`src/rtl/usb_tx_pkg.sv`:
```
// Shared definitions for the USB full-speed transmitter: request codes, PIDs,
// FSM states and CRC16 constants.
package usb_tx_pkg;

  typedef enum logic [2:0] {
    REQ_NONE  = 3'd0,
    REQ_DATA0 = 3'd1,
    REQ_ACK   = 3'd2,
    REQ_NAK   = 3'd3,
    REQ_STALL = 3'd4,
    REQ_DATA1 = 3'd5
  } tx_req_e;

  typedef enum logic [2:0] {
    ST_IDLE,
    ST_SYNC,
    ST_PID,
    ST_DATA,
    ST_CRC,
    ST_EOP_SE0,
    ST_EOP_J
  } tx_state_e;

  localparam logic [7:0]  PID_DATA0  = 8'hC3;
  localparam logic [7:0]  PID_DATA1  = 8'h4B;
  localparam logic [7:0]  PID_ACK    = 8'hD2;
  localparam logic [7:0]  PID_NAK    = 8'h5A;
  localparam logic [7:0]  PID_STALL  = 8'h1E;
  localparam logic [7:0]  SYNC_BYTE  = 8'h80;
  localparam logic [15:0] CRC16_POLY = 16'h8005;
  localparam logic [15:0] CRC16_INIT = 16'hFFFF;

  function automatic logic [7:0] pid_byte(input logic [2:0] code);
    case (code)
      REQ_DATA0: return PID_DATA0;
      REQ_DATA1: return PID_DATA1;
      REQ_ACK:   return PID_ACK;
      REQ_NAK:   return PID_NAK;
      REQ_STALL: return PID_STALL;
      default:   return 8'h00;
    endcase
  endfunction

  function automatic logic is_data_req(input logic [2:0] code);
    return (code == REQ_DATA0) || (code == REQ_DATA1);
  endfunction

  function automatic logic is_invalid_req(input logic [2:0] code);
    return code > REQ_DATA1;
  endfunction

endpackage

```
`src/rtl/usb_crc16.sv`:
```
// Serial CRC16 (poly 0x8005), one payload bit per enable, MSB-feedback form.
module usb_crc16
  import usb_tx_pkg::*;
(
  input  logic        clk,
  input  logic        n_rst,
  input  logic        clear,
  input  logic        en,
  input  logic        din,
  output logic [15:0] crc
);

  logic [15:0] crc_q;
  logic [15:0] crc_d;

  always_comb begin
    crc_d = crc_q;
    if (clear) begin
      crc_d = CRC16_INIT;
    end else if (en) begin
      crc_d = {crc_q[14:0], 1'b0} ^ ((din ^ crc_q[15]) ? CRC16_POLY : 16'h0000);
    end
  end

  always_ff @(posedge clk) begin
    if (!n_rst) begin
      crc_q <= CRC16_INIT;
    end else begin
      crc_q <= crc_d;
    end
  end

  assign crc = crc_q;

endmodule

```
`src/rtl/usb_tx_gen2.sv`:
```
// USB 1.1 full-speed packet transmitter: SYNC/PID/payload/CRC16 with bit
// stuffing and NRZI, followed by SE0-SE0-J end of packet.
module usb_tx_gen2
  import usb_tx_pkg::*;
#(
  parameter int CLKS_PER_BIT = 8,
  parameter int MAX_PAYLOAD  = 64,
  parameter int OCC_W        = 7
) (
  input  logic             clk,
  input  logic             n_rst,
  input  logic [2:0]       tx_packet,
  input  logic [OCC_W-1:0] buffer_occupancy,
  input  logic [7:0]       tx_packet_data,
  output logic             get_tx_packet_data,
  output logic             tx_transfer_active,
  output logic             tx_error,
  output logic             tx_done,
  output logic             dplus_out,
  output logic             dminus_out
);

  localparam int CNT_W = $clog2(CLKS_PER_BIT);
  localparam int LEN_W = $clog2(MAX_PAYLOAD + 1);

  tx_state_e        state_q, state_d;
  logic [CNT_W-1:0] clk_cnt_q, clk_cnt_d;
  logic [2:0]       bit_idx_q, bit_idx_d;
  logic [LEN_W-1:0] byte_cnt_q, byte_cnt_d;
  logic [LEN_W-1:0] len_q, len_d;
  logic [2:0]       ones_q, ones_d;
  logic [7:0]       shift_q, shift_d;
  logic [7:0]       pid_q, pid_d;
  logic             is_data_q, is_data_d;
  logic             crc_hi_q, crc_hi_d;
  logic             stuff_q, stuff_d;
  logic             dplus_q, dplus_d;
  logic             dminus_q, dminus_d;
  logic             active_q, active_d;
  logic             get_q, get_d;
  logic             error_q, error_d;
  logic             done_q, done_d;

  logic             crc_clr, crc_en, crc_din;
  logic [15:0]      crc_val;
  logic             bit_end, start_bit, new_bit, to_eop;
  logic [LEN_W-1:0] len_cap;

  usb_crc16 u_crc (
    .clk   (clk),
    .n_rst (n_rst),
    .clear (crc_clr),
    .en    (crc_en),
    .din   (crc_din),
    .crc   (crc_val)
  );

  always_comb begin
    state_d    = state_q;
    clk_cnt_d  = clk_cnt_q;
    bit_idx_d  = bit_idx_q;
    byte_cnt_d = byte_cnt_q;
    len_d      = len_q;
    ones_d     = ones_q;
    shift_d    = shift_q;
    pid_d      = pid_q;
    is_data_d  = is_data_q;
    crc_hi_d   = crc_hi_q;
    stuff_d    = stuff_q;
    dplus_d    = dplus_q;
    dminus_d   = dminus_q;
    active_d   = active_q;
    get_d      = 1'b0;
    error_d    = 1'b0;
    done_d     = 1'b0;
    crc_clr    = 1'b0;
    crc_en     = 1'b0;
    crc_din    = 1'b0;
    start_bit  = 1'b0;
    new_bit    = 1'b0;
    to_eop     = 1'b0;
    bit_end    = (clk_cnt_q == CNT_W'(CLKS_PER_BIT - 1));

    if (32'(buffer_occupancy) > 32'(MAX_PAYLOAD)) begin
      len_cap = LEN_W'(MAX_PAYLOAD);
    end else begin
      len_cap = LEN_W'(buffer_occupancy);
    end

    case (state_q)
      ST_IDLE: begin
        if (is_invalid_req(tx_packet)) begin
          error_d = 1'b1;
        end else if (tx_packet != REQ_NONE) begin
          state_d    = ST_SYNC;
          active_d   = 1'b1;
          is_data_d  = is_data_req(tx_packet);
          pid_d      = pid_byte(tx_packet);
          len_d      = len_cap;
          byte_cnt_d = '0;
          bit_idx_d  = '0;
          ones_d     = '0;
          stuff_d    = 1'b0;
          crc_hi_d   = 1'b0;
          crc_clr    = 1'b1;
          shift_d    = SYNC_BYTE;
          new_bit    = SYNC_BYTE[0];
          start_bit  = 1'b1;
        end
      end

      ST_EOP_SE0: begin
        if (!bit_end) begin
          clk_cnt_d = clk_cnt_q + 1'b1;
        end else begin
          clk_cnt_d = '0;
          if (bit_idx_q == 3'd0) begin
            bit_idx_d = 3'd1;
          end else begin
            bit_idx_d = '0;
            state_d   = ST_EOP_J;
            dplus_d   = 1'b1;
            dminus_d  = 1'b0;
          end
        end
      end

      ST_EOP_J: begin
        if (!bit_end) begin
          clk_cnt_d = clk_cnt_q + 1'b1;
        end else begin
          clk_cnt_d = '0;
          state_d   = ST_IDLE;
          active_d  = 1'b0;
          done_d    = 1'b1;
          ones_d    = '0;
        end
      end

      default: begin
        if (!bit_end) begin
          clk_cnt_d = clk_cnt_q + 1'b1;
        end else begin
          start_bit = 1'b1;
          // A stuffed bit leaves bit_idx/byte_cnt untouched so the next
          // boundary resumes exactly where the data stream paused.
          if (ones_q == 3'd6) begin
            stuff_d = 1'b1;
            new_bit = 1'b0;
          end else begin
            stuff_d = 1'b0;
            if (bit_idx_q != 3'd7) begin
              bit_idx_d = bit_idx_q + 3'd1;
              new_bit   = shift_q[bit_idx_q + 3'd1];
            end else begin
              bit_idx_d = '0;
              case (state_q)
                ST_SYNC: begin
                  state_d = ST_PID;
                  shift_d = pid_q;
                  new_bit = pid_q[0];
                end
                ST_PID, ST_DATA: begin
                  if ((state_q == ST_PID) && !is_data_q) begin
                    to_eop = 1'b1;
                  end else if (byte_cnt_q != len_q) begin
                    state_d    = ST_DATA;
                    shift_d    = tx_packet_data;
                    new_bit    = tx_packet_data[0];
                    get_d      = 1'b1;
                    byte_cnt_d = byte_cnt_q + 1'b1;
                  end else begin
                    state_d  = ST_CRC;
                    crc_hi_d = 1'b0;
                    shift_d  = ~crc_val[7:0];
                    new_bit  = ~crc_val[0];
                  end
                end
                default: begin
                  if (!crc_hi_q) begin
                    crc_hi_d = 1'b1;
                    shift_d  = ~crc_val[15:8];
                    new_bit  = ~crc_val[8];
                  end else begin
                    to_eop = 1'b1;
                  end
                end
              endcase
            end
          end
        end
      end
    endcase

    if (to_eop) begin
      state_d   = ST_EOP_SE0;
      clk_cnt_d = '0;
      bit_idx_d = '0;
      ones_d    = '0;
      dplus_d   = 1'b0;
      dminus_d  = 1'b0;
    end else if (start_bit) begin
      clk_cnt_d = '0;
      // NRZI: a 0 toggles J<->K, a 1 holds the current level.
      if (new_bit) begin
        dplus_d  = dplus_q;
        dminus_d = ~dplus_q;
      end else begin
        dplus_d  = ~dplus_q;
        dminus_d = dplus_q;
      end
      if (state_d != ST_SYNC) begin
        ones_d = (stuff_d || !new_bit) ? 3'd0 : ones_q + 3'd1;
      end
      if ((state_d == ST_DATA) && !stuff_d) begin
        crc_en  = 1'b1;
        crc_din = new_bit;
      end
    end
  end

  always_ff @(posedge clk) begin
    if (!n_rst) begin
      state_q    <= ST_IDLE;
      clk_cnt_q  <= '0;
      bit_idx_q  <= '0;
      byte_cnt_q <= '0;
      len_q      <= '0;
      ones_q     <= '0;
      shift_q    <= '0;
      pid_q      <= '0;
      is_data_q  <= 1'b0;
      crc_hi_q   <= 1'b0;
      stuff_q    <= 1'b0;
      dplus_q    <= 1'b1;
      dminus_q   <= 1'b0;
      active_q   <= 1'b0;
      get_q      <= 1'b0;
      error_q    <= 1'b0;
      done_q     <= 1'b0;
    end else begin
      state_q    <= state_d;
      clk_cnt_q  <= clk_cnt_d;
      bit_idx_q  <= bit_idx_d;
      byte_cnt_q <= byte_cnt_d;
      len_q      <= len_d;
      ones_q     <= ones_d;
      shift_q    <= shift_d;
      pid_q      <= pid_d;
      is_data_q  <= is_data_d;
      crc_hi_q   <= crc_hi_d;
      stuff_q    <= stuff_d;
      dplus_q    <= dplus_d;
      dminus_q   <= dminus_d;
      active_q   <= active_d;
      get_q      <= get_d;
      error_q    <= error_d;
      done_q     <= done_d;
    end
  end

  assign get_tx_packet_data = get_q;
  assign tx_transfer_active = active_q;
  assign tx_error           = error_q;
  assign tx_done            = done_q;
  assign dplus_out          = dplus_q;
  assign dminus_out         = dminus_q;

endmodule
```
`config.mk`:
```
export PLATFORM = sky130hd
export DESIGN_NAME = usb_tx_gen2
export DESIGN_NICKNAME = d
export VERILOG_FILES = /design/src/rtl/usb_tx_pkg.sv /design/src/rtl/usb_crc16.sv /design/src/rtl/usb_tx_gen2.sv
export SDC_FILE = /design/constraint.sdc
export NUM_CORES = 1
export LEC_CHECK = 0
export CAP_MARGIN = 30
export CORE_MARGIN = 4
export CORE_UTILIZATION = 30
export DETAILED_ROUTE_END_ITERATION = 10
export PLACE_DENSITY = 0.49
export SLEW_MARGIN = 15
export SYNTH_ARGS = -nofsm -noshare
export SYNTH_HDL_FRONTEND = slang
export SYNTH_SLANG_ARGS = --single-unit
```
`constraint.sdc`:
```
create_clock -name clk -period 4 [get_ports clk]
set_input_delay 0.4 -clock clk [delete_from_list [all_inputs] [get_ports clk]]
set_output_delay 0.4 -clock clk [all_outputs]
set_load 0.1 [all_outputs]
```
==> results of run 1 <==
==> cells in the final DEF, fill, tap and decap left out, types with 4 or more instances in the layout <==
master | synthesis | routed
a211oi_1 | 8 | 8
nand4_1 | 5 | 5
o21ai_0 | 31 | 31
inv_1 | 9 | 9
nor3b_1 | 5 | 5
nand2_1 | 58 | 58
a22o_1 | 4 | 4
mux2i_1 | 20 | 20
nand3b_1 | 7 | 7
nor2_1 | 44 | 44
and3_1 | 4 | 4
nand3_1 | 12 | 12
xor2_1 | 10 | 10
nand2b_1 | 9 | 9
a21oi_1 | 41 | 41
ha_1 | 8 | 8
nor3_1 | 8 | 8
clkdlybuf4s50_1 | 0 | 25
clkbuf_16 | 0 | 9
xnor2_1 | 9 | 9
buf_4 | 1 | 11
dfxtp_1 | 64 | 64
==> layer usage <==
layer	wire, µm	global-route usage (%)	vias up
met5	0	0	-
met4	194	5.70	0
met3	628	4.28	20
met2	4130	22.7	99
met1	4270	20.0	1424
li1	-	-	1539
==> layout make-up <==
cell class	count	share of cell area, %
clock buffer	10	5.55
clock inverter	6	2.61
inverter	10	0.910
multi-input combinational	324	47.5
sequential	64	31.1
tap	140	4.25
timing repair buffer	36	8.07
==> power by group <==
part           switching, mW  leakage, nW  internal [mW]  total [mW]
clock network          0.283        0.162          0.606       0.888
logic                  0.235        0.920          0.137       0.372
registers             0.0304        0.522          0.674       0.705
total                  0.548         1.60           1.42        1.96
==> flip-flops by register name (all words and copies together) (netlist names) <==
register	cells
bit_idx_q	3
byte_cnt_q	7
clk_cnt_q	3
crc_hi_q	1
dminus_out	1
dplus_out	1
get_tx_packet_data	1
len_q	7
ones_q	3
pid_q	7
shift_q	8
state_q	3
tx_done	1
tx_error	1
tx_transfer_active	1
u_crc.crc	16
==> final timing paths <==
check                     start            endpoint  slack [ns]
min reg2reg  tx_transfer_active  tx_transfer_active        0.46
min          tx_transfer_active  tx_transfer_active        0.46
max reg2reg        bit_idx_q[0]       u_crc.crc[15]        1.00
max                bit_idx_q[0]       u_crc.crc[15]        1.00
==> cells by family after synthesis <==
kind of cell | synth area share, %
flops | 37.6
xor+xnor | 4.89
simple gates | 22.7
mux | 6.54
buf+inv | 4.85
fa+ha+maj | 2.94
compound gates | 20.4
==> worst reg2reg max path, cell delays in order (launching register included) <==
cell	delay, ns
dfxtp_1	0.42
ha_1	0.19
ha_1	0.32
nand3_1	0.31
o2111ai_1	0.39
o41ai_1	0.15
or4_1	0.47
buf_4	0.25
or3_1	0.37
nand3_1	0.08
==> through the flow <==
step / hold slack (ns) / setup WS (ns) / util [%]
after floorplan: 0.440 / 1.60 / -
after global placement: 0.446 / 0.713 / 34.3
after detailed placement: 0.451 / 1.04 / 34.4
after CTS: 0.458 / 1.04 / 37.5
after global routing: 0.489 / 0.823 / 37.5
final: 0.457 / 1.00 / 37.5
==> results.cfg, run 1 <==
[die]
design.portCount = 26
initial_core_util_pct = 31.0
num_rows = 38
die_outline_area_um2 = 13100
core_area_um2 = 11000
die_y_um = 115
chipWidth_um = 115

[timing]
fin_crit_ns = 3.00
report.final.slew_viol_count = 0
tightest_slew_ns = 0.970
report.final.hold_viol_count = 0
finalClockSkew_ns = 0.00527
fin_tns_setup_ns = 0
final_min_period_over_clock_period_pct = 74.9
worst_slew_margin_rel_pct = 35.2
timing.fmax_ghz = 0.334
setup_repair_after_global_routing_missed_its_margin = false
setup_viol_count_final = 0

[final_layout]
syn_to_final_growth_pct = 21.1
register_area_um2 = 1280
finalNonFillerCells = 590
num-fill-cells = 1145
drive_gt1_share_pct = 7.11
stdcell_area_um2 = 4120
multi_input_area_um2 = 1960
finalNetCount = 473
num_antenna_cells = 0

[worst_setup_path]
critical-path-top-delay-family = simple AND/OR/NAND/NOR gates
crit_fanout = 19
worst_ep_arrival_time_ns = 3.28
worst_path_buffer_plus_inverter_count = 1
reg2reg_depth = 9
critPathCaptureType = register
timing_worst_setup_path_type = reg2reg
cp_num_cells = 9
path_cells = ha_1 > ha_1 > nand3_1 > o2111ai_1 > o41ai_1 > or4_1 > buf_4 > or3_1 > nand3_1
required_ns = 4.28
crit_slowest_cell = or4_1
start_kind = register
worst_path_largest_cell_delay_ns = 0.47

[global_routing]
vias_in_the_first_global_route = 2954
grt_usage_pct = 14.9
globalRouteOverflowTotal = 0
wire_length_of_the_first_global_routing_pass_mm = 15.2
initial_antenna_violation_count = 0
largest_net_degree_at_the_start_of_global_routing = 26

[cts]
cts_bufs_inserted = 9
clock_latency_ns = 0.34
clock_tree.htree_level_count = 3
hold_buffer_count_at_cts = 0
tritoncts = done
cts.reportedPaths.clkPinSlew_ns = 0.05
cts_root_buf = clkbuf_16
cts_repair_resize_count = 0
cts_max_path_buffers = 2
clock_sinks = 64
cts_setup_buffers = 0

[pwr]
power_mw = 1.96
power_leakage_nw = 1.60
vdd_drop_max_uv = 223
power.density_nw_per_um2 = 477

[synthesis]
yosysTopAreaCellShare_pct = 37.6
syn-mean-instance-area_um2 = 8.07
synth_sequential_area_ratio_pct = 37.6
ys_async_sr_fraction_pct = 0
synth-edff-count = 0
ys_types = 53
yosysWarningCount = 0
most_used_standard_cells_in_the_synthesized_netlist = 64 x dfxtp_1, 58 x nand2_1, 44 x nor2_1, 41 x a21oi_1, 31 x o21ai_0
synth.ff_latch_count = 64
ys.flop_type = dfxtp_1
ys_top_cells_by_area = dfxtp_1 38%, nand2_1 6.4%, a21oi_1 6.0%
cell_type_contributing_the_most_total_cell_area_after_synthesis = dfxtp_1
syn-instance-count = 422
synth.net_count = 450
yosys.cell_count.top_type = dfxtp_1
post_synth_instance_area_um2 = 3410

[min_path]
hold_depth = 2
holdCritPathClass = reg2reg

[place]
port_buffer_count = 25
gp_congestion = 0.857
dpl_cell_area_um2 = 3780
dp_hpwl_mm = 6.71
placed_instances = 573

[detailed_routing]
drt-pass1-iter-count = 6
detailroute.via_count = 3082
route.detailed.drc = 0
ant_nets = 0
drt-vias-per-instance = 5.22
drt_wirelength_mm = 9.22
drt-initial-drc-count = 211
wl_per_cell_um = 15.6

[run]
timing.max_cap.violations = 0

[run_status]
status = finished clean
Note: power is estimated with default switching activity, not from simulation.
==> run 2: changes to the inputs <==
==> constraint.sdc (replaced) <==
create_clock -name clk -period 3 [get_ports clk]
set_input_delay 0.3 -clock clk [delete_from_list [all_inputs] [get_ports clk]]
set_output_delay 0.3 -clock clk [all_outputs]
set_load 0.1 [all_outputs]
==> run 2 against run 1 <==
Maximum frequency is 11% higher; largest power group unchanged; first-iteration DRC count is 7.1% lower; via count increased by 1.2%; final cell count increased by 2.2%; power rose by 38%; combinational power up 40%; sequential power grew 34%; register-to-register slack got worse by 0.69 ns; count of clock-buffer cells in the layout did not move; highest routed layer unchanged; clock skew shrank 0.00066 ns.
==> results.cfg, run 2 (synthesized netlist as in run 1, its figures left out) <==
[run_status]
status = finished clean

[die]
core_area_um2 = 11000
chipWidth_um = 115
die_y_um = 115
initial_core_util_pct = 31.0
die_outline_area_um2 = 13100
num_rows = 38
design.portCount = 26

[global_routing]
largest_net_degree_at_the_start_of_global_routing = 25
globalRouteOverflowTotal = 0
vias_in_the_first_global_route = 2944
initial_antenna_violation_count = 0
grt_usage_pct = 15.0
wire_length_of_the_first_global_routing_pass_mm = 15.3

[cts]
cts_repair_resize_count = 0
clock_tree.htree_level_count = 3
cts.reportedPaths.clkPinSlew_ns = 0.06
clock_latency_ns = 0.34
cts_root_buf = clkbuf_16
tritoncts = done
cts_setup_buffers = 0
hold_buffer_count_at_cts = 0
cts_bufs_inserted = 9
clock_sinks = 64
cts_max_path_buffers = 2

[worst_setup_path]
worst_ep_arrival_time_ns = 2.91
worst_path_buffer_plus_inverter_count = 2
crit_slowest_cell = or4_1
cp_num_cells = 10
path_cells = ha_1 > ha_1 > buf_4 > nand4_1 > o2111ai_1 > o41ai_1 > or4_1 > buf_4 > o21ai_0 > nand3_1
crit_fanout = 10
reg2reg_depth = 10
start_kind = register
critical-path-top-delay-family = simple AND/OR/NAND/NOR gates
timing_worst_setup_path_type = reg2reg
critPathCaptureType = register
required_ns = 3.22
worst_path_largest_cell_delay_ns = 0.51

[pwr]
swShare_pct = 28.2
power_report.internal_total_mw = 1.94
comb_power_share_pct = 19.3
power_mw = 2.70
vdd_drop_max_uv = 214
relative_contribution_of_the_clock_network_to_total_power_pct = 45.7
power_leakage_nw = 1.68
sequentialPowerShare_pct = 35.1
power.density_nw_per_um2 = 639
netSwitchingPower_mw = 0.763

[detailed_routing]
drt-pass1-iter-count = 5
drt-vias-per-instance = 5.17
ant_nets = 0
drt-initial-drc-count = 196
drt_wirelength_mm = 9.21
detailroute.via_count = 3120
wl_per_cell_um = 15.3
route.detailed.drc = 0

[place]
gp_congestion = 0.928
port_buffer_count = 25
dp_hpwl_mm = 6.86

[final_layout]
drive_gt1_share_pct = 10.6
multi_input_area_um2 = 1960
syn_to_final_growth_pct = 24.2
finalNetCount = 486
num_antenna_cells = 0
register_area_um2 = 1280
num-fill-cells = 1130
most_common_library_cell_in_the_layout_ignoring_fill_and_taps = dfxtp_1
most-common-layout-cells = 64 x dfxtp_1, 58 x nand2_1, 44 x nor2_1
flip_flop_count_of_the_largest_register_all_copies_and_words_added = 16

[min_path]
hold_depth = 2
holdCritPathClass = reg2reg

[timing]
setup_repair_after_global_routing_missed_its_margin = false
setup_viol_count_final = 0
tightest_slew_ns = 0.965
worst_slew_margin_rel_pct = 35.5
report.final.slew_viol_count = 0
fin_tns_setup_ns = 0
finalClockSkew_ns = 0.00461
worst_hold_slack_ns = 0.460
fin_crit_ns = 2.69
timing.fmax_ghz = 0.372
report.final.hold_viol_count = 0
final_min_period_over_clock_period_pct = 89.6

[run]
timing.max_cap.violations = 0
-- run 2: changes by cell type in the layout (fill, tap and decap cells not counted), sizes merged --
| cell | previous run | this run |
|---|---|---|
| buf | 11 | 27 |
| clkdlybuf4s50 | 25 | 22 |
| clkinv | 3 | 2 |
| inv | 9 | 10 |
-- run 2: final timing paths --
check,slack (ns),from,to
worst max-delay path,0.31,clk_cnt_q[0],u_crc.crc[15]
worst min-delay path,0.46,tx_transfer_active,tx_transfer_active
worst max register to register,0.31,clk_cnt_q[0],u_crc.crc[15]
worst min register to register,0.46,tx_transfer_active,tx_transfer_active
-- run 2: layout make-up --
class                   count  area share, %
clock buffers              10           5.65
well taps                 140           4.14
repair buffers             49           10.0
inverters                  10          0.887
clock inverters             6           2.72
flip-flops and latches     64           30.3
multi-input cells         324           46.3
-- run 2: stage by stage --
stage	setup WS [ns]	area [µm²]	util (%)	std cells
2_1_floorplan	0.597	3410	-	422
3_3_place_gp	0.337	3880	35.3	587
3_5_place_dp	0.269	3880	35.3	587
4_1_cts	0.367	4230	38.5	603
5_1_grt	0.131	4230	38.5	603
6_report	0.312	4230	38.5	603
-- run 2: worst min-delay path, delay by kind of cell, from the launching register on --
kind | cells | cell delay [ns]
AO/OA/AOI/OAI | 1 | 0.05
AND/OR/NAND/NOR | 1 | 0.05
flip-flops | 1 | 0.31
-- run 2: power groups by stage --
stage                     clock network [mW]  logic [mW]  registers (mW)
after CTS                               1.26       0.521           0.947
after global placement                     0       0.520           0.967
after global routing                    1.30       0.578           0.955
final                                   1.24       0.521           0.948
after floorplan                            0       0.323           0.988
after detailed placement                   0       0.517           0.965
-- run 2: per-layer routing --
metal	wire length (µm)	vias to the layer above	global-route usage, %	share of wire [%]
met5	0	-	0	0
met4	257	0	7.13	2.8
met3	451	21	3.12	4.9
met2	3870	90	21.6	42
met1	4630	1430	21.2	50
li1	-	1579	-	-
==> run 3: changes to the inputs <==
--- a/config.mk
+++ b/config.mk
@@ -6,11 +6,13 @@
 export NUM_CORES = 1
 export LEC_CHECK = 0
 export CAP_MARGIN = 30
-export CORE_MARGIN = 4
+export CORE_MARGIN = 5
 export CORE_UTILIZATION = 30
 export DETAILED_ROUTE_END_ITERATION = 10
-export PLACE_DENSITY = 0.49
+export PLACE_DENSITY = 0.48
 export SLEW_MARGIN = 15
 export SYNTH_ARGS = -nofsm -noshare
 export SYNTH_HDL_FRONTEND = slang
+export SYNTH_HIERARCHICAL = 1
 export SYNTH_SLANG_ARGS = --single-unit
+export TNS_END_PERCENT = 5
==> run 3 against run 2 <==
Die area grew 7.3%; sequential share of layout area is 0.89 points lower; core utilization fell by 0.67 points; clock skew is 0.0019 ns higher; area after synthesis grew 4.0%; via count up 0.71%; maximum frequency down 3.4%; wire length grew 2.8%; count of clock-buffer cells in the layout did not move; clock power decreased by 16%; final cell count is 0.17% lower; cell area up 3.0%; largest power group unchanged; highest routed layer unchanged.
==> results.cfg, run 3 <==
[min_path]
hold_depth = 2
holdCritPathClass = reg2reg

[cts]
cts.reportedPaths.clkPinSlew_ns = 0.06
clock_sinks = 64
cts_repair_resize_count = 0
clock_latency_ns = 0.33
hold_buffer_count_at_cts = 0
cts_bufs_inserted = 9
clock_tree.htree_level_count = 3
cts_root_buf = clkbuf_16
tritoncts = done
cts_setup_buffers = 0
cts_max_path_buffers = 2

[pwr]
power_leakage_nw = 1.62
power.density_nw_per_um2 = 552
vdd_drop_max_uv = 215
power_mw = 2.41

[final_layout]
drive_gt1_share_pct = 13.9
num-fill-cells = 1187
flip_flop_count_of_the_largest_register_all_copies_and_words_added = 16
register_area_um2 = 1280
most-common-layout-cells = 64 x dfxtp_1, 45 x nand2_1, 28 x buf_4
most_common_library_cell_in_the_layout_ignoring_fill_and_taps = dfxtp_1
syn_to_final_growth_pct = 23.1
finalNetCount = 483
multi_input_area_um2 = 2100
num_antenna_cells = 0

[timing]
report.final.hold_viol_count = 0
worst_slew_margin_rel_pct = 34.9
tightest_slew_ns = 0.973
report.final.slew_viol_count = 0
timing.fmax_ghz = 0.359
fin_crit_ns = 2.78
setup_repair_after_global_routing_missed_its_margin = false
worst_hold_slack_ns = 0.466
final_min_period_over_clock_period_pct = 92.8
finalClockSkew_ns = 0.00655
setup_viol_count_final = 0

[synthesis]
syn-mean-instance-area_um2 = 8.47
ys_types = 64
synth.net_count = 446
yosysTopAreaCellShare_pct = 36.2
synth_sequential_area_ratio_pct = 36.2
ys_async_sr_fraction_pct = 0
synth.ff_latch_count = 64
synth-edff-count = 0
yosys.cell_count.top_type = dfxtp_1
ys_top_cells_by_area = dfxtp_1 36%, nand2_1 4.8%, mux2i_1 4.2%
syn-instance-count = 418
post_synth_instance_area_um2 = 3540
ys.flop_type = dfxtp_1
cell_type_contributing_the_most_total_cell_area_after_synthesis = dfxtp_1
yosysWarningCount = 6
most_used_standard_cells_in_the_synthesized_netlist = 64 x dfxtp_1, 45 x nand2_1, 27 x nor2_1, 21 x o21ai_0, 20 x and2_1

[die]
num_rows = 39
chipWidth_um = 119
die_outline_area_um2 = 14100
core_area_um2 = 11500
design.portCount = 26
initial_core_util_pct = 30.7
die_y_um = 119

[global_routing]
grt_usage_pct = 13.9
largest_net_degree_at_the_start_of_global_routing = 36
globalRouteOverflowTotal = 0
initial_antenna_violation_count = 0
wire_length_of_the_first_global_routing_pass_mm = 15.6
vias_in_the_first_global_route = 3082

[worst_setup_path]
worst_ep_arrival_time_ns = 3.01
critical-path-top-delay-family = simple AND/OR/NAND/NOR gates
cp_num_cells = 10
required_ns = 3.23
reg2reg_depth = 10
critPathCaptureType = register
crit_slowest_cell = nor4_2
crit_fanout = 6
worst_path_buffer_plus_inverter_count = 1
worst_path_largest_cell_delay_ns = 0.44
start_kind = register
path_cells = or3_4 > or3_4 > clkinv_1 > a311o_1 > o311a_1 > o21ai_0 > nor4_2 > xnor2_1 > xnor2_1 > a211o_1
timing_worst_setup_path_type = reg2reg

[detailed_routing]
ant_nets = 0
m1_wl_mm = 4.43
drt_wirelength_mm = 9.46
route.detailed.drc = 0
top_layer = met4
detailroute.via_count = 3142
wl_per_cell_um = 15.7
detailroute.wirelength.met3_um = 388
drt-vias-per-instance = 5.22
drt-initial-drc-count = 155
drt-pass1-iter-count = 5
met2_wirelength_mm = 4.43

[run_status]
status = finished clean

[place]
port_buffer_count = 25
dp_hpwl_mm = 7.00
gp_congestion = 0.848

[run]
timing.max_cap.violations = 0
-- run 3: changes by cell type after synthesis, sizes merged, moves of 10 or more --
cell	previous run	this run
a21oi	41	16
and2	0	20
nor2	44	27
nand2	58	45
o21a	0	11
a21boi	1	11
-- run 3: logic make-up after synthesis --
family,count (synthesis),synth area share (%)
and+or+nand+nor,163,24.8
AOI/OAI and AO/OA,111,21.7
DFF,64,36.2
buffers and inverters,38,4.73
muxes,17,5.51
xor gates and xnor gates,16,3.96
adders and majority gates,9,3.11
-- run 3: power breakdown --
group,switching (mW),internal (mW)
combinational,0.280,0.181
clock,0.376,0.660
sequential,0.0228,0.886
-- run 3: through the flow --
step	utilization, %	setup TNS (ns)	setup WS (ns)	std cells	area (µm²)
after floorplan	-	0	0.216	418	3540
after global placement	35.2	0	0.00179	587	4060
after detailed placement	35.2	-0.0740	-0.0740	587	4060
after CTS	37.8	0	0.112	602	4350
after global routing	37.8	0	0.0160	602	4360
final	37.8	0	0.216	602	4360
-- run 3: path summary, 6_finish.rpt --
| kind | start | endpoint | slack (ns) |
|---|---|---|---|
| max | state_q[0] | u_crc/crc[2] | 0.22 |
| min reg2reg | dminus_out | dminus_out | 0.47 |
| max reg2reg | state_q[0] | u_crc/crc[2] | 0.22 |
| min | dminus_out | dminus_out | 0.47 |
-- run 3: layer usage --
| layer | vias up | track usage, % |
|---|---|---|
| met5 | - | 0 |
| met4 | 0 | 5.72 |
| met3 | 11 | 3.34 |
| li1 | 1571 | - |
| met2 | 78 | 22.6 |
| met1 | 1482 | 17.6 |
-- run 3: worst register-to-register path: cells and delay by family, from the launching register on --
family,cells,cell delay (ns)
AND/OR/NAND/NOR,3,1.27
buffers and inverters,1,0.07
flip-flops,1,0.31
XOR/XNOR,2,0.31
AO/OA/AOI/OAI,4,0.73
-- run 3: cell type report --
| cell class | count | area share [%] |
|---|---|---|
| sequential | 64 | 29.4 |
| tap | 143 | 4.11 |
| inverter | 13 | 1.12 |
| multi-input combinational | 316 | 48.3 |
| clock buffer | 10 | 5.48 |
| clock inverter | 5 | 1.29 |
| timing repair buffer | 51 | 10.3 |
